[src/rtl/text_console_if.sv]
// Byte-stream and frame-buffer port bundle for text_console.
// The slave modport is the console side; the master is the producer plus frame buffer.
interface text_console_if;
   logic        iValid;
   logic [7:0]  iChar;
   logic        oReady;
   logic        oWriteEn;
   logic [31:0] oWAddr;
   logic [31:0] oWData;
   logic [31:0] oRAddr;
   logic [31:0] iRData;
   logic [6:0]  oCursorX;
   logic [4:0]  oCursorY;

   modport slave (
      input  iValid, iChar, iRData,
      output oReady, oWriteEn, oWAddr, oWData, oRAddr, oCursorX, oCursorY
   );

   modport master (
      output iValid, iChar, iRData,
      input  oReady, oWriteEn, oWAddr, oWData, oRAddr, oCursorX, oCursorY
   );
endinterface

[src/rtl/text_console.sv]
// Character-stream front end for an 80x30 text frame buffer: cursor tracking, scroll and clear.
// Optional macro CONSOLE_CLEAR_ON_RESET_EN: clear the whole screen on reset release.
//
// state     | meaning
// IDLE      | ready for a byte
// PUT       | one busy cycle after an accepted byte (carries the character write, if any)
// SCROLL    | copy rows 1..ROWS-1 up one row, one word per cycle
// CLEAR_ROW | blank the last row
// CLEAR_ALL | blank the whole screen, then home the cursor
module text_console #(
   parameter int          COLS = 80,
   parameter int          ROWS = 30,
   parameter logic [23:0] ATTR = 24'hFFFFFF
) (
   input logic           iClk,
   input logic           iRst,
   text_console_if.slave bus
);
   typedef enum logic [2:0] {IDLE, PUT, SCROLL, CLEAR_ROW, CLEAR_ALL} state_t;

   localparam logic [31:0] L_COLS  = 32'(COLS);
   localparam logic [31:0] L_TOTAL = 32'(COLS * ROWS);
   localparam logic [31:0] L_KEEP  = 32'(COLS * (ROWS - 1));
   localparam logic [6:0]  L_XMAX  = 7'(COLS - 1);
   localparam logic [4:0]  L_YMAX  = 5'(ROWS - 1);
   localparam logic [31:0] L_SPACE = {ATTR, 8'h20};

   state_t      r_state;
   logic [6:0]  r_x;
   logic [4:0]  r_y;
   logic        r_we;
   logic        r_scroll;
   logic [31:0] r_waddr;
   logic [31:0] r_wdata;
   logic [31:0] r_raddr;
   logic [31:0] r_cnt;

   logic [31:0] w_cur_addr;
   logic [7:0]  w_ch;
   logic        w_print;

   assign w_ch       = bus.iChar;
   assign w_cur_addr = 32'(r_y) * L_COLS + 32'(r_x);
   assign w_print    = (w_ch >= 8'h20) && (w_ch <= 8'h7E);

   always_ff @(posedge iClk) begin
      if (iRst) begin
         r_x      <= '0;
         r_y      <= '0;
         r_we     <= 1'b0;
         r_scroll <= 1'b0;
         r_waddr  <= '0;
         r_wdata  <= '0;
         r_raddr  <= '0;
         r_cnt    <= '0;
`ifdef CONSOLE_CLEAR_ON_RESET_EN
         r_state  <= CLEAR_ALL;
`else
         r_state  <= IDLE;
`endif
      end else begin
         case (r_state)
            IDLE: begin
               r_we <= 1'b0;
               if (bus.iValid) begin
                  r_state  <= PUT;
                  r_scroll <= 1'b0;
                  if (w_print) begin
                     r_we    <= 1'b1;
                     r_waddr <= w_cur_addr;
                     r_wdata <= {ATTR, w_ch};
                     if (r_x == L_XMAX) begin
                        r_x <= '0;
                        if (r_y == L_YMAX) r_scroll <= 1'b1;
                        else               r_y      <= r_y + 5'd1;
                     end else begin
                        r_x <= r_x + 7'd1;
                     end
                  end else begin
                     case (w_ch)
                        8'h0A: begin
                           r_x <= '0;
                           // Newline on the last row skips PUT so the scroll is exactly COLS*ROWS cycles
                           if (r_y == L_YMAX) begin
                              r_state <= SCROLL;
                              r_we    <= 1'b1;
                              r_waddr <= '0;
                              r_raddr <= L_COLS;
                              r_cnt   <= L_KEEP - 32'd1;
                           end else begin
                              r_y <= r_y + 5'd1;
                           end
                        end
                        8'h0D: r_x <= '0;
                        8'h08: begin
                           if (r_x != '0) begin
                              r_x     <= r_x - 7'd1;
                              r_we    <= 1'b1;
                              r_waddr <= w_cur_addr - 32'd1;
                              r_wdata <= L_SPACE;
                           end
                        end
                        8'h0C: begin
                           r_state <= CLEAR_ALL;
                           r_we    <= 1'b1;
                           r_waddr <= '0;
                           r_wdata <= L_SPACE;
                           r_cnt   <= L_TOTAL - 32'd1;
                        end
                        default: ;
                     endcase
                  end
               end
            end
            PUT: begin
               if (r_scroll) begin
                  r_state <= SCROLL;
                  r_we    <= 1'b1;
                  r_waddr <= '0;
                  r_raddr <= L_COLS;
                  r_cnt   <= L_KEEP - 32'd1;
               end else begin
                  r_state <= IDLE;
                  r_we    <= 1'b0;
               end
            end
            SCROLL: begin
               if (r_cnt == '0) begin
                  r_state <= CLEAR_ROW;
                  r_waddr <= L_KEEP;
                  r_wdata <= L_SPACE;
                  r_cnt   <= L_COLS - 32'd1;
               end else begin
                  r_waddr <= r_waddr + 32'd1;
                  r_raddr <= r_raddr + 32'd1;
                  r_cnt   <= r_cnt - 32'd1;
               end
            end
            CLEAR_ROW: begin
               if (r_cnt == '0) begin
                  r_state <= IDLE;
                  r_we    <= 1'b0;
               end else begin
                  r_waddr <= r_waddr + 32'd1;
                  r_cnt   <= r_cnt - 32'd1;
               end
            end
            CLEAR_ALL: begin
               // Entered from reset the strobe is still low, so the sweep starts one cycle later
               if (!r_we) begin
                  r_we    <= 1'b1;
                  r_waddr <= '0;
                  r_wdata <= L_SPACE;
                  r_cnt   <= L_TOTAL - 32'd1;
               end else if (r_cnt == '0) begin
                  r_state <= IDLE;
                  r_we    <= 1'b0;
                  r_x     <= '0;
                  r_y     <= '0;
               end else begin
                  r_waddr <= r_waddr + 32'd1;
                  r_cnt   <= r_cnt - 32'd1;
               end
            end
            default: begin
               r_state <= IDLE;
               r_we    <= 1'b0;
            end
         endcase
      end
   end

   assign bus.oReady   = (r_state == IDLE) && !iRst;
   assign bus.oWriteEn = r_we;
   assign bus.oWAddr   = r_waddr;
   assign bus.oWData   = (r_state == SCROLL) ? bus.iRData : r_wdata;
   assign bus.oRAddr   = r_raddr;
   assign bus.oCursorX = r_x;
   assign bus.oCursorY = r_y;
endmodule

[src/flat_wrapper.sv]
// flat-port wrapper written by rule: the top's interface ports become plain ports
module text_console_flat 
#(
   parameter int          COLS = 80,
   parameter int          ROWS = 30,
   parameter logic [23:0] ATTR = 24'hFFFFFF
)
  (iClk, iRst, bus_iValid, bus_iChar, bus_iRData, bus_oReady, bus_oWriteEn, bus_oWAddr, bus_oWData, bus_oRAddr, bus_oCursorX, bus_oCursorY);
  text_console_if bus_i ();
  input logic iClk;
  input logic iRst;
  input wire logic [$bits(bus_i.iValid)-1:0] bus_iValid;
  input wire logic [$bits(bus_i.iChar)-1:0] bus_iChar;
  input wire logic [$bits(bus_i.iRData)-1:0] bus_iRData;
  output wire logic [$bits(bus_i.oReady)-1:0] bus_oReady;
  output wire logic [$bits(bus_i.oWriteEn)-1:0] bus_oWriteEn;
  output wire logic [$bits(bus_i.oWAddr)-1:0] bus_oWAddr;
  output wire logic [$bits(bus_i.oWData)-1:0] bus_oWData;
  output wire logic [$bits(bus_i.oRAddr)-1:0] bus_oRAddr;
  output wire logic [$bits(bus_i.oCursorX)-1:0] bus_oCursorX;
  output wire logic [$bits(bus_i.oCursorY)-1:0] bus_oCursorY;
  assign bus_i.iValid = bus_iValid;
  assign bus_i.iChar = bus_iChar;
  assign bus_i.iRData = bus_iRData;
  assign bus_oReady = bus_i.oReady;
  assign bus_oWriteEn = bus_i.oWriteEn;
  assign bus_oWAddr = bus_i.oWAddr;
  assign bus_oWData = bus_i.oWData;
  assign bus_oRAddr = bus_i.oRAddr;
  assign bus_oCursorX = bus_i.oCursorX;
  assign bus_oCursorY = bus_i.oCursorY;
  text_console #(.COLS(COLS), .ROWS(ROWS), .ATTR(ATTR)) u_core (.iClk(iClk), .iRst(iRst), .bus(bus_i));
endmodule
[config.mk]
export PLATFORM = sky130hd
export DESIGN_NAME = text_console_flat
export DESIGN_NICKNAME = d
export VERILOG_FILES = /design/src/rtl/text_console_if.sv /design/src/rtl/text_console.sv /design/src/flat_wrapper.sv
export SDC_FILE = /design/constraint.sdc
export NUM_CORES = 1
export LEC_CHECK = 0
export CAP_MARGIN = 20
export CORE_UTILIZATION = 53
export CTS_CLUSTER_SIZE = 14
export DETAILED_ROUTE_END_ITERATION = 7
export PLACE_DENSITY = 0.81
export SETUP_SLACK_MARGIN = 0.4
export SLEW_MARGIN = 25
export SYNTH_ARGS = -nofsm -noshare
export SYNTH_HDL_FRONTEND = slang
export SYNTH_SLANG_ARGS = --single-unit
[constraint.sdc]
create_clock -name iClk -period 4.5 [get_ports iClk]
set_clock_uncertainty 0.2 [all_clocks]
set_input_delay 0.45 -clock iClk [delete_from_list [all_inputs] [get_ports iClk]]
set_output_delay 0.45 -clock iClk [all_outputs]
set_load 0.005 [all_outputs]
Yosys cells after proc, flatten, opt, wreduce, memory -nomap -nowiden --
Index checks and enable logic that the tools add are counted.
Operators by class: $add $sub $neg 8, multipliers 1, div/mod/pow operators 0, magnitude comparators 2, equal/unequal tests 30, shift operators 0, mux-type cells 71, bitwise logic cells 1, reductions and logical operators 20
Operator list (count):
- $mux 32 | 27
- $pmux 32 s5 | 2
- $pmux 32 s3 | 3
- $pmux 32 s2 | 2
- $add 32x1->32 const B | 2
- $sub 32x1->32 const B | 2
- $mux 7 | 6
- $mux 5 | 7
- $eq 8x4->1 const B | 4
- $logic_not 32->1 | 1
- $reduce_and 6->1 | 5
- $pmux 7 s2 | 2
- $mux 3 | 5
- $pmux 3 s5 | 1
- $add 12x7->13 | 1
- $ne 2x1->1 const B | 6
- $mux 1 | 10
- $ne 2x2->1 const B | 5
- $pmux 5 s2 | 1
- $ge 8x6->1 const B | 1
- $le 8x7->1 const B | 1
- $mul 5x3->8 const B | 1
- $ne 4x2->1 const B | 2
- $ne 4x3->1 const B | 2
- other kinds (27) | 34
Word-level totals: flip-flop bits (word level) 145, bits in latches 0, RAM bits 0, memory bits (read-only) 0, bits of input ports 43, output and inout port bits 110, logic and storage cells 142, memories 0

Logic depth before layout (Yosys ltp) --
word-level depth 8, gate-level depth with buffers 14, gate-level depth less buffers 12

Least setup slack after synthesis --
OpenSTA, ideal clock, no wires.
kind register -> register, start point register u_core.r_y[3] (netlist: u_core.bus.oCursorY[3]), end point register u_core.r_waddr[22] (netlist: u_core.bus.oWAddr[22]), library setup time 70 ps, data arrival time 3399 ps, data required time 4230 ps, path slack 830 ps, stages on the path, launching flop included 11, path buffers 0, period minus slack after synthesis 3670 ps, path through dfxtp_1 > ha_1 > ha_1 > fa_1 > xor2_1 > o2111ai_1 > and3_1 > or3_1 > nor4_1 > o21ai_0 > a21oi_1
On the way: cells in the longest elaborated chain, start to end 8, elaborated cells on any way between the ends 11, those cells by class 2 x add/sub; 1 x mul; 2 x eq/ne; 5 x mux; 1 x reduce/logical
RTL lines:
- start, declared | RTL line text_console.sv:30 | logic [4:0] r_y;
- start signal, assigned | RTL line text_console.sv:75 | else r_y <= r_y + 5'd1;
- start signal, assigned | RTL line text_console.sv:91 | r_y <= r_y + 5'd1;
- $mul 5x3->8 | RTL line text_console.sv:43 | assign w_cur_addr = 32'(r_y) * L_COLS + 32'(r_x);
- $add 12x7->13 | RTL line text_console.sv:43
- $sub 32x1->32 | RTL line text_console.sv:99 | r_waddr <= w_cur_addr - 32'd1;
- $mux 32 | RTL line text_console.sv:96 | if (r_x != '0) begin
- $pmux 32 s3 | RTL line text_console.sv:80 | case (w_ch)
- $mux 32 | RTL line text_console.sv:68 | if (w_print) begin
- $mux 32 | RTL line text_console.sv:65 | if (bus.iValid) begin
- $pmux 32 s5 | RTL line text_console.sv:62 | case (r_state)
- end signal, assigned | RTL line text_console.sv:70 | r_waddr <= w_cur_addr;
- end signal, assigned | RTL line text_console.sv:99
- end signal, assigned | RTL line text_console.sv:134 | r_waddr <= r_waddr + 32'd1;
- end, declared | RTL line text_console.sv:33 | logic [31:0] r_waddr;
Parallel ways exist; a longest one is shown, timed or not. The select of a mux whose other input is x is not followed. A chain may end at the register's enable or synchronous reset.

Worst setup path after layout --
start point register u_core.r_y[3] (netlist: u_core.bus.oCursorY[3]), end point register u_core.r_waddr[27] (netlist: u_core.bus.oWAddr[27])
Same word-level chain as after synthesis.

==> results_dict.tcl <==
set metrics [dict create \
    status "finished with violations" \
    violations "DRC" \
    netlist_top_cells_count "122 x dfxtp_1, 120 x nor2_1, 117 x nand2_1, 103 x a21oi_1, 65 x o21ai_0" \
    synthTopCellsByArea "dfxtp_1 30%, a21oi_1 6.4%, nor2_1 5.6%" \
    synth_top_area_share_pct 30.3 \
    viasPerCell 6.28 \
    syn-num-nets 1165 \
    ios 153 \
    overflow 0 \
    gp_congestion 0.912 \
    p_leak_nw 3.88 \
    clock_sinks 122 \
    place_ws_ns 0.718 \
    internal-power_w 0.00236 \
    grt_pass1_wl_um 40300 \
    numCtsBuffers 17 \
    ys.flop_type "dfxtp_1" \
    diodes 0 \
    wl_per_cell_um 17.2 \
    final.setup.worst_slack_ns 0.658 \
    timing.setup.tns_ns 0 \
    tritoncts "yes" \
    crit_arrival_ns 3.97 \
    drive_above_1_share_pct 5.89 \
    drcViolationCount 1 \
    post_cts_resized 0 \
    ys_seq_area_share_pct 30.3 \
    fmax_ghz 0.260 \
    final-hold-violation-count 0 \
    path_class "reg2reg" \
    ant_nets 0 \
    hpwl_um 16700 \
    fp-row-count 44 \
    worst_pin_slew_ns 0.870 \
    layout.nets 1292 \
    vias 8934 \
    setup_violations 0 \
    avgSynthCellArea_um2 7.33 \
    syn_area_um2 8060 \
    synth.most_common_cell "dfxtp_1" \
    crit_required_ns 4.63 \
    fill_cells 1186 \
    slew_headroom_pct 41.7 \
    synthArstFlopShare_pct 0 \
    post-cts-setup-buffers 0 \
    max-vdd-ir-drop_mv 0.355 \
    htree_levels 4 \
    clockPowerShare_pct 44.1 \
    syn_to_final_growth_pct 28.7 \
    cp-end-kind "flip-flop" \
    cts_root_buf "clkbuf_16" \
    drt_iter0_markers 965 \
    finalWirelength_um 24500 \
    grt_antenna_before_repair 0 \
    netlist_instances 1100 \
    seq_power_share_pct 35.2 \
    cts_hold_buf 0 \
    cp_max_fo 11 \
    yosysTopAreaCell "dfxtp_1" \
    min_path_type "in2reg" \
    min_period_ns 3.84 \
    ys_types 70 \
    fp.coreArea_um2 14700 \
    drv_slew 0 \
    port_buffers 152 \
    drtPass1Iterations 8 \
    cts_max_path_buffers 2 \
    die_x_um 125 \
    netSwitchingPower_w 0.000971 \
    path_clk_slew_ns 0.06 \
    critical_path.startpoint_type "flip-flop" \
    grt_pass1_vias 8178 \
    grt_max_degree 58 \
    synth_edf_count 0 \
    ys_warn_count 0 \
    p_sw_share_pct 29.1 \
    die-area_um2 15700 \
    initial_core_util_pct 54.9 \
    p_comb_share_pct 20.7 \
    ys_seq_elements 122 \
    clk_latency_ns 0.43 \
    rsz0062_at_grt "no" \
    drv_cap 0 \
    fin_crit_sh_pct 85.4 \
    p_per_area_nw_per_um2 321 \
    grt_use_total_pct 31.0 \
    fp.dieH_um 125 \
]
## worst max-delay path, cell delays in order (launching register included)
cell       delay (ns)
dfxtp_1          0.46
ha_1             0.28
ha_1             0.23
fa_1             0.40
xor2_1           0.42
o2111ai_1        0.21
and3_1           0.22
or3_1            0.38
nor4_1           0.30
buf_4            0.23
nor2_1           0.10
a221oi_1         0.32
## power by group through the flow
stage | combinational, W | clock (W) | sequential (W)
final | 0.000691 | 0.00147 | 0.00117
after global routing | 0.000757 | 0.00153 | 0.00118
after CTS | 0.000681 | 0.00148 | 0.00117
after detailed placement | 0.000675 | 0 | 0.00119
after global placement | 0.000662 | 0 | 0.00119
after floorplan | 0.000433 | 0 | 0.00117
## cell usage in the layout, fill, tap and decap left out, types with 18 or more instances in the layout
| master | n |
|---|---|
| nand2_1 | 117 |
| and3_1 | 19 |
| xnor2_1 | 31 |
| xor2_1 | 23 |
| clkdlybuf4s50_1 | 151 |
| ha_1 | 20 |
| a211oi_1 | 18 |
| nand3_1 | 40 |
| a21o_1 | 31 |
| buf_4 | 26 |
| dfxtp_1 | 122 |
| nand4_1 | 20 |
| inv_1 | 27 |
| nor3_1 | 46 |
| nor2_1 | 119 |
| o21ai_0 | 65 |
| nor4_1 | 26 |
| a21oi_1 | 102 |
## final cells by class
cell class / instances / area (um^2) / share of cell area (%)
Tap cell: 184 / 230 / 2.22
Clock inverter: 10 / 166 / 1.60
Timing Repair Buffer: 178 / 1710 / 16.5
Inverter: 27 / 101 / 0.976
Clock buffer: 21 / 460 / 4.44
Sequential cell: 122 / 2440 / 23.5
Multi-Input combinational cell: 881 / 5270 / 50.7
## logic make-up (layout without fill, tap and decap cells)
group,count (synthesis),after routing,share of synthesized area [%]
other cells,1,1,0.0465
fa+ha+maj,22,22,3.60
buf+inv,97,236,4.59
flops,122,122,30.3
compound gates,317,317,24.9
xor+xnor,54,54,5.87
simple gates,482,482,30.1
mux,5,5,0.621
## path summary, 6_finish.rpt
kind / start / endpoint / slack [ns] / cells after the start
worst min register to register: u_core.r_wdata[6] / u_core.r_wdata[6] / 0.26 / 2
worst max-delay path: u_core.bus.oCursorY[3] / u_core.bus.oWAddr[27] / 0.66 / 11
worst min-delay path: iRst / u_core.r_wdata[30] / 0.24 / 2
worst max register to register: u_core.bus.oCursorY[3] / u_core.bus.oWAddr[27] / 0.66 / 11
## stage by stage
| step | hold WS (ns) | util [%] | area, um^2 | cells | power (W) |
|---|---|---|---|---|---|
| 2_1_floorplan | 0.232 | - | 8060 | 1100 | 0.00161 |
| 3_3_place_gp | 0.239 | 66.3 | 9750 | 1392 | 0.00185 |
| 3_5_place_dp | 0.247 | 66.4 | 9750 | 1392 | 0.00187 |
| 4_1_cts | 0.233 | 70.6 | 10400 | 1423 | 0.00333 |
| 5_1_grt | 0.277 | 70.6 | 10400 | 1423 | 0.00347 |
| 6_report | 0.242 | 70.6 | 10400 | 1423 | 0.00333 |
## routing by layer
layer	up-vias	global-route usage, %	part of all wire, %
met3	59	5.91	7.2
met4	0	12.1	2.5
li1	4282	-	-
met2	383	50.1	46
met1	4210	40.9	44
met5	-	0	0
## sequential cells by signal (all words and copies together) (netlist names)
name / flops
u_core.bus.oRAddr: 32
u_core.bus.oWAddr: 32
u_core.r_cnt: 32
u_core.r_wdata: 9
u_core.bus.oCursorX: 7
u_core.bus.oCursorY: 5
u_core.r_state: 3
u_core.bus.oWriteEn: 1
u_core.r_scroll: 1
(Power assumes the default switching activity.)
